==> config.mk <==
export PLATFORM = sky130hd
export DESIGN_NAME = mc_ctrl_sequencer_flat
export DESIGN_NICKNAME = d
export VERILOG_FILES = /design/src/rtl/mc_ctrl_sequencer_if.sv /design/src/rtl/mc_ctrl_sequencer.sv /design/src/flat_wrapper.sv
export SDC_FILE = /design/constraint.sdc
export NUM_CORES = 1
export LEC_CHECK = 0
export CAP_MARGIN = 20
export CORE_ASPECT_RATIO = 2
export CORE_MARGIN = 2
export CORE_UTILIZATION = 52
export CTS_BUF_LIST = sky130_fd_sc_hd__clkbuf_4
export CTS_CLUSTER_DIAMETER = 150
export DETAILED_ROUTE_END_ITERATION = 8
export HOLD_SLACK_MARGIN = 0.02
export PLACE_DENSITY = 0.87
export SYNTH_ARGS = -nofsm -noshare
export SYNTH_HDL_FRONTEND = slang
export SYNTH_SLANG_ARGS = --single-unit
==> constraint.sdc <==
create_clock -name i_clk -period 2.6 [get_ports i_clk]
set_input_delay 0.26 -clock i_clk [delete_from_list [all_inputs] [get_ports i_clk]]
set_output_delay 0.26 -clock i_clk [all_outputs]
set_load 0.02 [all_outputs]
==> src/rtl/mc_ctrl_sequencer_if.sv <==
// -----------------------------------------------------------------------------
// mc_ctrl_sequencer_if
// Bundles the instruction-register fields, the memory-ready handshake and the
// datapath strobes that pass between the control sequencer and the datapath.
//   i_op, i_funct   : opcode / funct fields from the instruction register
//   i_mem_ready     : instruction memory data valid
//   o_state         : current sequencer state code (zero-extended)
//   o_ir_write ..   : datapath strobes (IR load, PC load, branch, reg write,
//                     multiplier start, HI/LO load)
//   o_instr_done    : one-cycle pulse in the final state of each instruction
//   o_trap          : high while the sequencer is halted in TRAP
//   o_retired       : count of completed instructions (wraps)
// Modports: master = sequencer side, slave = datapath side.
// -----------------------------------------------------------------------------
interface mc_ctrl_sequencer_if #(
  parameter int STATE_W = 8,
  parameter int CNT_W   = 16
);
  logic [5:0]         i_op;
  logic [5:0]         i_funct;
  logic               i_mem_ready;
  logic [STATE_W-1:0] o_state;
  logic               o_ir_write;
  logic               o_pc_write;
  logic               o_branch;
  logic               o_reg_write;
  logic               o_mul_start;
  logic               o_hilo_write;
  logic               o_instr_done;
  logic               o_trap;
  logic [CNT_W-1:0]   o_retired;

  modport master (
    input  i_op, i_funct, i_mem_ready,
    output o_state, o_ir_write, o_pc_write, o_branch, o_reg_write,
           o_mul_start, o_hilo_write, o_instr_done, o_trap, o_retired
  );

  modport slave (
    output i_op, i_funct, i_mem_ready,
    input  o_state, o_ir_write, o_pc_write, o_branch, o_reg_write,
           o_mul_start, o_hilo_write, o_instr_done, o_trap, o_retired
  );
endinterface

==> src/rtl/mc_ctrl_sequencer.sv <==
// -----------------------------------------------------------------------------
// mc_ctrl_sequencer
// Registered control state machine for the multi-cycle MIPS-subset processor:
// fetch with memory wait, decode dispatch, per-instruction execute/writeback,
// a multi-cycle multiply, illegal-instruction handling and a retired counter.
// Ports:
//   i_clk    : clock, rising edge
//   i_rst_n  : asynchronous active-low reset
//   bus      : mc_ctrl_sequencer_if.master (IR fields in, strobes/state out)
// Outputs are Moore decodes of the state, except that the FETCH strobes are
// qualified by i_mem_ready. All strobes are held low while i_rst_n is low.
// -----------------------------------------------------------------------------
module mc_ctrl_sequencer #(
  parameter int STATE_W = 8,   // width of o_state, at least 5
  parameter int MUL_LAT = 32,  // cycles spent in MULT_WAIT, 1..255
  parameter bit TRAP_EN = 1'b1,
  parameter int CNT_W   = 16
) (
  input  logic                 i_clk,
  input  logic                 i_rst_n,
  mc_ctrl_sequencer_if.master  bus
);

  typedef enum logic [4:0] {
    S_FETCH      = 5'd0,
    S_DECODE     = 5'd1,
    S_SRAV_EX    = 5'd2,
    S_SRAV_WB    = 5'd3,
    S_ADDI_EX    = 5'd4,
    S_ADDI_WB    = 5'd5,
    S_NOR_EX     = 5'd6,
    S_NOR_WB     = 5'd7,
    S_XORI_EX    = 5'd8,
    S_XORI_WB    = 5'd9,
    S_SLT_EX     = 5'd10,
    S_SLT_WB     = 5'd11,
    S_SLTI_EX    = 5'd12,
    S_SLTI_WB    = 5'd13,
    S_BEQ        = 5'd14,
    S_BGTZ       = 5'd16,
    S_JAL_LINK   = 5'd18,
    S_JAL_JUMP   = 5'd19,
    S_MULT_START = 5'd20,
    S_MULT_WAIT  = 5'd21,
    S_MFLO_EX    = 5'd22,
    S_MFLO_WB    = 5'd23,
    S_JR         = 5'd24,
    S_ILLEGAL    = 5'd26,
    S_TRAP       = 5'd27
  } state_t;

  state_t           state, state_next;
  logic [7:0]       mul_cnt, mul_cnt_next;
  logic [CNT_W-1:0] retired;

  logic ir_write, pc_write, branch, reg_write;
  logic mul_start, hilo_write, instr_done, trap;

  // Decode dispatch: R-type (op 0) selects by funct, everything else by op.
  function automatic state_t dispatch(input logic [5:0] op, input logic [5:0] funct);
    dispatch = S_ILLEGAL;
    if (op == 6'b000000) begin
      case (funct)
        6'b001000: dispatch = S_JR;
        6'b000111: dispatch = S_SRAV_EX;
        6'b010010: dispatch = S_MFLO_EX;
        6'b011000: dispatch = S_MULT_START;
        6'b100111: dispatch = S_NOR_EX;
        6'b101010: dispatch = S_SLT_EX;
        default:   dispatch = S_ILLEGAL;
      endcase
    end else begin
      case (op)
        6'b000011: dispatch = S_JAL_LINK;
        6'b000100: dispatch = S_BEQ;
        6'b000111: dispatch = S_BGTZ;
        6'b001000: dispatch = S_ADDI_EX;
        6'b001010: dispatch = S_SLTI_EX;
        6'b001110: dispatch = S_XORI_EX;
        default:   dispatch = S_ILLEGAL;
      endcase
    end
  endfunction

  // NOTE: sequential state uses non-blocking assignments so every register
  // samples the pre-edge value of every other register.
  always_ff @(posedge i_clk or negedge i_rst_n) begin
    if (!i_rst_n) begin
      state   <= S_FETCH;
      mul_cnt <= '0;
      retired <= '0;
    end else begin
      state   <= state_next;
      mul_cnt <= mul_cnt_next;
      if (instr_done) retired <= retired + CNT_W'(1);
    end
  end

  // NOTE: every signal written here gets a default first, so no path through
  // the case statement can leave one unassigned and infer a latch.
  always_comb begin
    state_next   = S_FETCH;
    mul_cnt_next = mul_cnt;
    ir_write     = 1'b0;
    pc_write     = 1'b0;
    branch       = 1'b0;
    reg_write    = 1'b0;
    mul_start    = 1'b0;
    hilo_write   = 1'b0;
    instr_done   = 1'b0;
    trap         = 1'b0;
    case (state)
      S_FETCH: begin
        ir_write   = bus.i_mem_ready;
        pc_write   = bus.i_mem_ready;
        state_next = bus.i_mem_ready ? S_DECODE : S_FETCH;
      end
      S_DECODE:    state_next = dispatch(bus.i_op, bus.i_funct);
      S_SRAV_EX:   state_next = S_SRAV_WB;
      S_ADDI_EX:   state_next = S_ADDI_WB;
      S_NOR_EX:    state_next = S_NOR_WB;
      S_XORI_EX:   state_next = S_XORI_WB;
      S_SLT_EX:    state_next = S_SLT_WB;
      S_SLTI_EX:   state_next = S_SLTI_WB;
      S_MFLO_EX:   state_next = S_MFLO_WB;
      S_SRAV_WB, S_ADDI_WB, S_NOR_WB, S_XORI_WB,
      S_SLT_WB, S_SLTI_WB, S_MFLO_WB: begin
        reg_write  = 1'b1;
        instr_done = 1'b1;
      end
      S_BEQ, S_BGTZ: begin
        branch     = 1'b1;
        instr_done = 1'b1;
      end
      S_JAL_LINK: begin
        reg_write  = 1'b1;
        state_next = S_JAL_JUMP;
      end
      S_JAL_JUMP, S_JR: begin
        pc_write   = 1'b1;
        instr_done = 1'b1;
      end
      S_MULT_START: begin
        mul_start    = 1'b1;
        mul_cnt_next = 8'(MUL_LAT - 1);
        state_next   = S_MULT_WAIT;
      end
      // Counter reaching zero marks the MUL_LAT-th cycle spent in this state.
      S_MULT_WAIT: begin
        if (mul_cnt == 8'd0) begin
          hilo_write = 1'b1;
          instr_done = 1'b1;
        end else begin
          mul_cnt_next = mul_cnt - 8'd1;
          state_next   = S_MULT_WAIT;
        end
      end
      S_ILLEGAL:   state_next = TRAP_EN ? S_TRAP : S_FETCH;
      S_TRAP: begin
        trap       = 1'b1;
        state_next = S_TRAP;
      end
      default:     state_next = S_FETCH;
    endcase
  end

  // During reset the state is already FETCH, but FETCH strobes follow
  // i_mem_ready, so the reset level gates every strobe explicitly.
  assign bus.o_state      = STATE_W'(state);
  assign bus.o_ir_write   = ir_write   & i_rst_n;
  assign bus.o_pc_write   = pc_write   & i_rst_n;
  assign bus.o_branch     = branch     & i_rst_n;
  assign bus.o_reg_write  = reg_write  & i_rst_n;
  assign bus.o_mul_start  = mul_start  & i_rst_n;
  assign bus.o_hilo_write = hilo_write & i_rst_n;
  assign bus.o_instr_done = instr_done & i_rst_n;
  assign bus.o_trap       = trap       & i_rst_n;
  assign bus.o_retired    = retired;

endmodule

==> src/flat_wrapper.sv <==
// flat-port wrapper written by rule: the top's interface ports become plain ports
module mc_ctrl_sequencer_flat 
#(
  parameter int STATE_W = 8,                                  
  parameter int MUL_LAT = 32,                                      
  parameter bit TRAP_EN = 1'b1,
  parameter int CNT_W   = 16
)
  (i_clk, i_rst_n, bus_i_op, bus_i_funct, bus_i_mem_ready, bus_o_state, bus_o_ir_write, bus_o_pc_write, bus_o_branch, bus_o_reg_write, bus_o_mul_start, bus_o_hilo_write, bus_o_instr_done, bus_o_trap, bus_o_retired);
  mc_ctrl_sequencer_if #(.STATE_W(STATE_W), .CNT_W(CNT_W)) bus_i ();
  input  logic i_clk;
  input  logic i_rst_n;
  input wire logic [$bits(bus_i.i_op)-1:0] bus_i_op;
  input wire logic [$bits(bus_i.i_funct)-1:0] bus_i_funct;
  input wire logic [$bits(bus_i.i_mem_ready)-1:0] bus_i_mem_ready;
  output wire logic [$bits(bus_i.o_state)-1:0] bus_o_state;
  output wire logic [$bits(bus_i.o_ir_write)-1:0] bus_o_ir_write;
  output wire logic [$bits(bus_i.o_pc_write)-1:0] bus_o_pc_write;
  output wire logic [$bits(bus_i.o_branch)-1:0] bus_o_branch;
  output wire logic [$bits(bus_i.o_reg_write)-1:0] bus_o_reg_write;
  output wire logic [$bits(bus_i.o_mul_start)-1:0] bus_o_mul_start;
  output wire logic [$bits(bus_i.o_hilo_write)-1:0] bus_o_hilo_write;
  output wire logic [$bits(bus_i.o_instr_done)-1:0] bus_o_instr_done;
  output wire logic [$bits(bus_i.o_trap)-1:0] bus_o_trap;
  output wire logic [$bits(bus_i.o_retired)-1:0] bus_o_retired;
  assign bus_i.i_op = bus_i_op;
  assign bus_i.i_funct = bus_i_funct;
  assign bus_i.i_mem_ready = bus_i_mem_ready;
  assign bus_o_state = bus_i.o_state;
  assign bus_o_ir_write = bus_i.o_ir_write;
  assign bus_o_pc_write = bus_i.o_pc_write;
  assign bus_o_branch = bus_i.o_branch;
  assign bus_o_reg_write = bus_i.o_reg_write;
  assign bus_o_mul_start = bus_i.o_mul_start;
  assign bus_o_hilo_write = bus_i.o_hilo_write;
  assign bus_o_instr_done = bus_i.o_instr_done;
  assign bus_o_trap = bus_i.o_trap;
  assign bus_o_retired = bus_i.o_retired;
  mc_ctrl_sequencer #(.STATE_W(STATE_W), .MUL_LAT(MUL_LAT), .TRAP_EN(TRAP_EN), .CNT_W(CNT_W)) u_core (.i_clk(i_clk), .i_rst_n(i_rst_n), .bus(bus_i));
endmodule
==> flow_summary.yaml <==
outcome:
  status: "finished, final reports clean"
place:
  detailed_place_hpwl_mm: 3.519
  io_buffers: 43
  preCtsSetupSlack_ns: 0.2473
  placed_cell_area_mm2: 0.002452
  gp_congestion: 0.8589
timing:
  tightest_slew_ns: 0.6075
  max_freq_ghz: 0.4259
  finalSetupViolCount: 0
  max-slew-margin-rel_pct: 59.13
  hold_viol_final: 0
  fin_skew_ns: 0.006910
  fin_crit_sh_pct: 90.31
  rsz0062_at_grt: "no"
  finalMaxSlewViolations: 0
  fin_tns_setup_ns: 0
  setup_ws_ns: 0.2518
  layout_min_cycle_time_ns: 2.348
layout:
  layout.nets: 283
  area_growth_pct: 30.79
  final_layout_size_suffix_gt1_share_pct: 12.03
  finish.instance_area_mm2: 0.002594
  diodes: 0
power_and_ir_drop:
  p_per_area_mw_per_mm2: 920.2
  p_leak_nw: 1.109
  ir_worst_vdd_uv: 574.1
yosys:
  synth_async_sr_flop_share_pct: 100.0
  synth_cells: 214
  syn_area_per_cell_um2: 9.267
  synthFlopType: "dfrtp_1"
  synthesis.area_mm2: 0.001983
  synth.distinct_cells: 56
  synth_edf_count: 0
  ys_warn_count: 0
  synth_seq_cells: 29
  ys_seq_area_share_pct: 36.59
clocking:
  cts_sinks: 29
  cts_hold_buffers: 0
  numCtsBuffers: 5
  htree_levels: 2
  cts_root_buf: "clkbuf_4"
  cts_max_path_buffers: 2
  cts_tree: "yes"
  clk_latency_ns: 0.33
  clkSlewWorstSetupHoldPaths_ns: 0.09
grt:
  grtUsageTotal_pct: 24.87
  antenna_found_initial: 0
  grt_max_degree: 26
  grt_pass1_vias: 1758
  grt_pass1_wl_mm: 8.038
  grt_overflow: 0
drt:
  ant_nets: 0
  routed_wl_mm: 4.598
  drt-initial-drc-count: 37
  firstDrtPassIters: 4
  vias_per_cell: 5.765
  drc: 0
  vias: 1816
  post_drt_wl_per_cell_um: 14.60
worst_setup_path:
  startpoint_type: "flip-flop"
  worst_ep_required_time_ns: 2.34
  rrSetupSlack_ns: 0.57
  rr_endpoint: "u_core.bus.o_retired[15]"
  critical_path_class: "reg -> out"
  critPathLaunch: "u_core.state[4]"
  crit_path_end_kind: "output port"
  crit_end: "bus_o_branch"
  arrival_ns: 2.09
  worst-path-max-fanout: 15
  r2r_cells: 6
  worstReg2RegStart: "u_core.mul_cnt[6]"
die:
  dieArea_mm2: 0.004353
  dieWidth_um: 47.67
  dieHeight_um: 91.34
  initial_core_util_pct: 54.39
  io_pins: 47
  core_mm2: 0.003646
  num_rows: 31
worst_hold_path:
  hold_path.class: "in -> async"
flow_run:
  max_cap_violations: 0
[routing by layer]
metal	vias to the layer above	wire, µm	track usage (%)
li1	866	-	-
met1	887	1698	28.48
met2	54	2624	41.67
met3	9	149	4.374
met4	0	125	11.71
met5	-	0	0
[cell families (layout without fill, tap and decap cells)]
family	count (synthesis)	in the layout	share of synthesized area, %
DFF	29	29	36.59
xor gates and xnor gates	23	23	10.16
AOI/OAI and AO/OA	29	29	10.73
muxes	2	2	1.073
buffers and inverters	18	68	5.678
adders and majority gates	3	3	1.893
other	1	3	0.1891
and+or+nand+nor	109	109	33.69
[layout make-up]
type                       instances  area, µm²
tap                               49      61.31
clock inverter                     3      65.06
inverter                           8      30.03
sequential                        29      728.2
clock buffer                       5      37.54
multi-input combinational        169       1170
fill                             293       1052
timing repair buffer              52      501.7
[per-stage QoR]
step / util (%) / hold slack, ns / total power [mW] / instances
6_report: 71.14 / 0.2952 / 2.387 / 315
5_1_grt: 71.14 / 0.2958 / 2.540 / 315
4_1_cts: 71.00 / 0.2957 / 2.383 / 315
3_5_place_dp: 67.26 / 0.4618 / 1.857 / 305
3_3_place_gp: 67.26 / 0.4548 / 1.813 / 305
2_1_floorplan: - / -0.03559 / 1.513 / 216
[layout by cell type (no fill, tap or decap), types with 4 or more instances in the layout]
master	Yosys	routed
a21oi_1	5	5
a31oi_1	4	4
buf_4	3	9
clkbuf_4	0	5
clkdlybuf4s50_1	0	40
dfrtp_1	29	27
inv_1	8	8
nand2_1	26	26
nand3_1	6	6
nand4_1	9	9
nor2_1	26	26
nor3_1	7	7
nor3b_1	4	4
nor4_1	4	4
o21ai_0	7	7
xnor2_1	14	14
xor2_1	9	9
[cells in the mapped netlist (all sizes together) (2+ instances only)]
cell type / instances / area share [%]
a21o: 2 / 0.82
a21oi: 5 / 1.3
a31oi: 4 / 1.3
and3: 2 / 0.63
buf: 6 / 2.5
clkbuf: 3 / 1.1
dfrtp: 29 / 37
ha: 3 / 1.9
inv: 8 / 1.5
nand2: 26 / 4.9
nand2b: 3 / 0.95
nand3: 7 / 2.0
nand4: 11 / 4.5
nand4b: 3 / 2.1
nor2: 26 / 4.9
nor2b: 2 / 0.63
nor3: 7 / 1.8
nor3b: 4 / 1.5
nor4: 5 / 2.3
nor4b: 5 / 3.7
o21ai: 7 / 1.8
xnor2: 14 / 6.2
xor2: 9 / 4.0
[registers in the layout (all words and copies together) (netlist names)]
name / count
u_core.mul_cnt: 8
u_core.bus.o_retired: 16
u_core.state: 5
[worst min path at each step]
| stage | start | to | slack (ns) |
|---|---|---|---|
| after floorplan | i_rst_n | u_core.bus.o_retired[0] | -0.04 |
| after global placement | u_core.bus.o_retired[15] | u_core.bus.o_retired[15] | 0.45 |
| after detailed placement | u_core.bus.o_retired[15] | u_core.bus.o_retired[15] | 0.46 |
| after CTS | i_rst_n | u_core.mul_cnt[0] | 0.30 |
| after global routing | i_rst_n | u_core.mul_cnt[1] | 0.30 |
| final | i_rst_n | u_core.mul_cnt[0] | 0.30 |
[worst max-delay path: stages (launching register included)]
cell             delay [ns]
dfrtp_2                0.52
and4b_1                0.31
a31oi_1                0.05
nor3_1                 0.23
clkdlybuf4s50_1        0.66
[power breakdown]
group | internal (mW) | leakage, nW | switching [mW]
logic | 0.548 | 0.669 | 0.631
clock network | 0.298 | 0.0552 | 0.166
registers | 0.564 | 0.385 | 0.179
total | 1.41 | 1.11 | 0.977
[repair_timing]
action                                  in CTS  in global routing
hold endpoints to repair                     0                  0
resized for setup                            5                  2
buffers inserted                             2                  0
cloned                                       0                  0
pin swaps                                    1                  0
endpoints found under the setup margin       3                  2
Power figures use the tool's default switching activity.
